$ cat src/rtl/tdm_pkg.sv
`default_nettype none
// +--------------------------------------------------------------------+
// | tdm_pkg : shared types and constants for the TDM demultiplexer     |
// | Rev 1.0                                                            |
// +--------------------------------------------------------------------+
package tdm_pkg;

    typedef enum logic {
        HUNT = 1'b0,
        LOCK = 1'b1
    } state_t;

    localparam int NUM_CH_DEFAULT = 8;
    localparam int SLOT_W         = $clog2(NUM_CH_DEFAULT);

endpackage
`default_nettype wire

$ cat src/rtl/tdm_slot_counter.sv
`default_nettype none
// +--------------------------------------------------------------------+
// | tdm_slot_counter : modulo-NUM_CH slot counter, load-to-1 and clear |
// | Rev 1.0                                                            |
// +--------------------------------------------------------------------+
module tdm_slot_counter
    import tdm_pkg::*;
#(
    parameter int NUM_CH = NUM_CH_DEFAULT
) (
    input  logic                      clk,
    input  logic                      rst_n,
    input  logic                      i_en,
    input  logic                      i_load1,
    input  logic                      i_clr,
    output logic [$clog2(NUM_CH)-1:0] o_count,
    output logic                      o_last
);

    localparam int c_SW = $clog2(NUM_CH);

    logic [c_SW-1:0] r_count;
    logic            w_last;

    assign w_last = (r_count == c_SW'(NUM_CH - 1));

    // Clear wins over load, load wins over increment.
    always_ff @(posedge clk or negedge rst_n) begin
        if (!rst_n) begin
            r_count <= '0;
        end else if (i_clr) begin
            r_count <= '0;
        end else if (i_load1) begin
            r_count <= c_SW'(1);
        end else if (i_en) begin
            r_count <= w_last ? '0 : r_count + c_SW'(1);
        end
    end

    assign o_count = r_count;
    assign o_last  = w_last;

endmodule
`default_nettype wire

$ cat src/rtl/tdm_demux_1to8.sv
`default_nettype none
// +--------------------------------------------------------------------+
// | tdm_demux_1to8 : serial slot stream to atomic parallel frame       |
// | Rev 1.0                                                            |
// +--------------------------------------------------------------------+
module tdm_demux_1to8
    import tdm_pkg::*;
#(
    parameter int DATA_W       = 1,
    parameter int NUM_CH       = NUM_CH_DEFAULT,
    parameter bit REQUIRE_SYNC = 1'b1
) (
    input  logic                       clk,
    input  logic                       rst_n,
    input  logic [DATA_W-1:0]          din,
    input  logic                       din_valid,
    input  logic                       sync,
    output logic [NUM_CH*DATA_W-1:0]   ch_data,
    output logic                       frame_valid,
    output logic                       locked,
    output logic [$clog2(NUM_CH)-1:0]  slot,
    output logic                       sync_err
);

    localparam int c_SW = $clog2(NUM_CH);
    localparam int c_FW = NUM_CH * DATA_W;

    state_t          r_state, w_state_nxt;
    logic [c_FW-1:0] r_shadow, w_shadow_nxt;
    logic [c_FW-1:0] r_ch_data;
    logic            r_frame_valid, w_fv_nxt;
    logic            r_sync_err, w_err_nxt;
    logic [c_SW-1:0] w_slot, w_wr_idx;
    logic            w_last, w_wr, w_done;
    logic            w_cnt_en, w_cnt_load, w_cnt_clr;

    tdm_slot_counter #(
        .NUM_CH (NUM_CH)
    ) u_slot_counter (
        .clk     (clk),
        .rst_n   (rst_n),
        .i_en    (w_cnt_en),
        .i_load1 (w_cnt_load),
        .i_clr   (w_cnt_clr),
        .o_count (w_slot),
        .o_last  (w_last)
    );

    always_comb begin
        w_state_nxt = r_state;
        w_wr        = 1'b0;
        w_wr_idx    = w_slot;
        w_done      = 1'b0;
        w_cnt_en    = 1'b0;
        w_cnt_load  = 1'b0;
        w_cnt_clr   = 1'b0;
        w_fv_nxt    = 1'b0;
        w_err_nxt   = 1'b0;
        case (r_state)
            HUNT: begin
                if (din_valid && sync) begin
                    w_wr        = 1'b1;
                    w_wr_idx    = '0;
                    w_cnt_load  = 1'b1;
                    w_state_nxt = LOCK;
                end
            end
            LOCK: begin
                if (din_valid) begin
                    if (sync && (w_slot != '0)) begin
                        // Early sync: drop the partial frame and restart at slot 0.
                        w_err_nxt  = 1'b1;
                        w_wr       = 1'b1;
                        w_wr_idx   = '0;
                        w_cnt_load = 1'b1;
                    end else if (REQUIRE_SYNC && !sync && (w_slot == '0)) begin
                        w_err_nxt   = 1'b1;
                        w_cnt_clr   = 1'b1;
                        w_state_nxt = HUNT;
                    end else begin
                        w_wr     = 1'b1;
                        w_cnt_en = 1'b1;
                        w_done   = w_last;
                        w_fv_nxt = w_last;
                    end
                end
            end
            default: w_state_nxt = HUNT;
        endcase
    end

    always_comb begin
        w_shadow_nxt = r_shadow;
        if (w_wr) begin
            w_shadow_nxt[int'(w_wr_idx)*DATA_W +: DATA_W] = din;
        end
    end

    always_ff @(posedge clk or negedge rst_n) begin
        if (!rst_n) begin
            r_state       <= HUNT;
            r_shadow      <= '0;
            r_ch_data     <= '0;
            r_frame_valid <= 1'b0;
            r_sync_err    <= 1'b0;
        end else begin
            r_state       <= w_state_nxt;
            r_shadow      <= w_shadow_nxt;
            r_frame_valid <= w_fv_nxt;
            r_sync_err    <= w_err_nxt;
            if (w_done) begin
                r_ch_data <= w_shadow_nxt;
            end
        end
    end

    assign ch_data     = r_ch_data;
    assign frame_valid = r_frame_valid;
    assign sync_err    = r_sync_err;
    assign locked      = (r_state == LOCK);
    assign slot        = w_slot;

endmodule
`default_nettype wire

$ cat config.mk
export PLATFORM = sky130hd
export DESIGN_NAME = tdm_demux_1to8
export DESIGN_NICKNAME = d
export VERILOG_FILES = /design/src/rtl/tdm_pkg.sv /design/src/rtl/tdm_slot_counter.sv /design/src/rtl/tdm_demux_1to8.sv
export SDC_FILE = /design/constraint.sdc
export NUM_CORES = 1
export LEC_CHECK = 0
export ABC_AREA = 1
export BUFFER_PORTS_ARGS = -buffer_cell sky130_fd_sc_hd__buf_2
export CAP_MARGIN = 15
export CORE_AREA = 5 5 54 56
export CTS_CLUSTER_SIZE = 12
export DETAILED_ROUTE_END_ITERATION = 8
export DIE_AREA = 0 0 59 61
export PLACE_DENSITY_LB_ADDON = 0.1
export RECOVER_POWER = 25
export REMOVE_ABC_BUFFERS = 1
export SLEW_MARGIN = 20
export SYNTH_ARGS = -nofsm -noshare
export SYNTH_HDL_FRONTEND = slang
export SYNTH_HIERARCHICAL = 1
export SYNTH_SLANG_ARGS = --single-unit
$ cat constraint.sdc
create_clock -name clk -period 2.96 [get_ports clk]
set_clock_uncertainty 0.2 [all_clocks]
set_input_delay 0.592 -clock clk [delete_from_list [all_inputs] [get_ports clk]]
set_output_delay 0.592 -clock clk [all_outputs]
set_load 0.05 [all_outputs]
==> results.md <==
* M2 GR Usage at 26.5%
* CP Launch Type: register
* Critical path required time at 2.97 ns
* Post-DP HPWL at 1930 µm
* Synth warnings at 6
* Mux share of post-synthesis cell area at 0%
* Synth Area in Compound Gates at 3.75%
* P_leak at 0.826 nW
* # hold bufs at CTS at 0
* Share of the yosys chip area belonging to registers at 43.5%
* Pwr dens at 1170 mW/mm²
* Final worst setup slack at 0.243 ns
* Adder-Cell Fraction of Synth Area at 9.88%
* Row count at 18
* Vias at 1044
* Top post-synthesis cells by area: dfrtp_1, nand2_1, ha_1, nand3_1, inv_1
* Mapped Area at 0.00127 mm²
* Least-Margin Pin Slew at 1.13 ns
* Crit Path Max Fanout at 6
* Synth Area in XOR/XNOR at 0%
* # DRC at 0
* Period minus WS final at 2.72 ns
* Post-Route Hold Slack at 0.268 ns
* F_max at 0.368 GHz
* Total gr overflow at 0
* Pre-CTS setup slack at -0.0144 ns
* Largest family of logic cells by synthesized area: simple AND/OR/NAND/NOR gates
* Die Y at 61 µm
* Critical path class: reg2reg
* Core box area at 0.00239 mm²
* H-tree depth at 1
* Drt pass-1 iters at 4
* Busiest grt layer: met2
* Cell taking the most area after synthesis: dfrtp_1
* Routability cong. at 0.824
* First-pass GRT wire length at 4370 µm
* Avg Inst Size Synth at 8.22 µm²
* Reg clk slew, reported paths at 0.12 ns
* GRT Util Overall at 15.9%
* Die area at 0.00360 mm²
* Starting Density at 53.0%
* Post-Synth Simple-Gate Area at 35.2%
* CTS tree: done
* Slew HR at 24.9%
* Final nets at 195
* Bufs on Longest Clock Path at 2
* FF+latch count, synth at 22
* Total placed cells including tap cells at 205
* Largest net degree at the start of global routing at 23
* Endpoint class of the critical path: register
* Area Growth Syn to Fin at 16.4%
* Post-synthesis cell count at 154
* Final Cycle Share at 91.8%
* Most frequent cells in the layout: nand2_1, nand3_1, dfrtp_1
* Most common cell after layout, fill and taps aside: nand2_1
* Met3 GRT Util at 2.77%
* Clk sinks at 22
* CTS root buffer: clkbuf_4
* Chip Width at 59 µm
* Skew-Pair Late Insertion Delay at 0.30 ns
* Yosys top cell area share at 43.5%
* CTS Buf Count at 3
* Data arrival, critical path at 2.72 ns
* Vias per inst at 5.00
* Setup violators final at 0
* Fin. Hold Viols at 0
* Ant diodes at 0
* Post-Layout Cell Count at 209
* Ratio of cells with drive above 1 in the final layout at 24.6%
* Slew Limit Fails at 0
* WL/cell at 11.9 µm
* Yosys cell types at 19
* Worst vdd rail ir drop at 0.760 mV
* Setup bufs post-CTS at 0
* Cts repair resizes at 0
* Buffers on Ports at 18
* Grt met1 use at 20.1%
* Vias in the first global route at 1030
* Worst hold-check path type: in2async
* Detailed Route WL at 2490 µm
* Max Cap Viol at 0
* Antenna Violating Nets Remaining at 0
* Initial DRC Count at 10
* Status: finished, final reports clean
* IO Pins at 19
* Initial antenna violation count at 0
-- metal layers --
metal / share of wire [%] / wire length (µm) / vias to the layer above
li1: - / - / 541
met1: 45 / 1130 / 484
met2: 49 / 1230 / 15
met3: 3.7 / 92 / 4
met4: 1.3 / 33 / 0
met5: 0 / 0 / -
-- synth_stat cells --
cell,instances
a21o_1,3
a21oi_1,1
and2_1,4
clkinv_1,1
dfrtp_1,22
ha_1,10
inv_1,21
inv_2,4
nand2_1,36
nand2_2,2
nand3_1,24
nand3_2,4
nand4_1,3
nor2_1,10
nor2_2,2
nor2_4,2
nor4_4,1
o21ai_0,1
o21ai_1,3
-- where the power goes --
group	switching (W)	total [W]	internal (W)	leakage, nW
Clock	0.0000879	0.000163	0.0000750	0.0210
Sequential	0.0000594	0.000482	0.000422	0.274
Combinational	0.000767	0.00108	0.000317	0.531
-- flip-flops by register name (all words and copies together), names as in the netlist --
name,flops
ch_data,8
frame_valid,1
locked,1
r_shadow,8
sync_err,1
u_slot_counter/o_count,3
-- cells by family (layout without fill, tap and decap cells) --
logic type / count (synthesis) / in the layout
and+or+nand+nor: 88 / 88
adders and majority gates: 10 / 10
DFF: 22 / 22
buffers and inverters: 26 / 51
AOI/OAI and AO/OA: 8 / 8
-- critical path, stage by stage, from the launching register on --
cell and delay, ns:
dfrtp_1 0.43, clkinv_1 0.10, nand3_2 0.12, ha_2 0.22, nand3_2 0.13, nand2_2 0.10
nor2_2 0.10, inv_1 0.06, ha_1 0.19, ha_1 0.30, inv_1 0.08, nand3_2 0.12
nor2_4 0.19, nand3_1 0.11, and2_1 0.17
-- per-stage QoR --
stage                      TNS, ns  area (µm²)  utilization, %  total power, W
after floorplan           -0.00246        1270               -         0.00130
after CTS                        0        1450            60.8         0.00171
after global placement           0        1420            59.3         0.00151
after global routing       -0.0179        1470            61.7         0.00188
final                            0        1470            61.7         0.00173
after detailed placement   -0.0144        1420            59.3         0.00154
-- cell type report --
cell class | instances | area, µm²
clock buffers | 4 | 36.3
fillers | 223 | 913
inverters | 26 | 97.6
multi-input cells | 106 | 641
flip-flops and latches | 22 | 551
well taps | 30 | 37.5
repair buffers | 21 | 111
-- path summary, 6_finish.rpt --
check / depth (start not counted) / start / end / slack (ns)
max reg2reg: 14 / u_slot_counter/o_count[1]$_DFFE_PN0P_ / r_shadow[7]$_DFF_PN0_ / 0.24
min: 1 / rst_n / sync_err$_DFF_PN0_ / 0.27
max: 14 / u_slot_counter/o_count[1]$_DFFE_PN0P_ / r_shadow[7]$_DFF_PN0_ / 0.24
max in group asynchronous: 1 / rst_n / r_shadow[1]$_DFF_PN0_ / 1.62
min reg2reg: 2 / ch_data[5]$_DFFE_PN0P_ / ch_data[5]$_DFFE_PN0P_ / 0.29
min in group clk: 2 / ch_data[5]$_DFFE_PN0P_ / ch_data[5]$_DFFE_PN0P_ / 0.29
(Power assumes the default switching activity.)
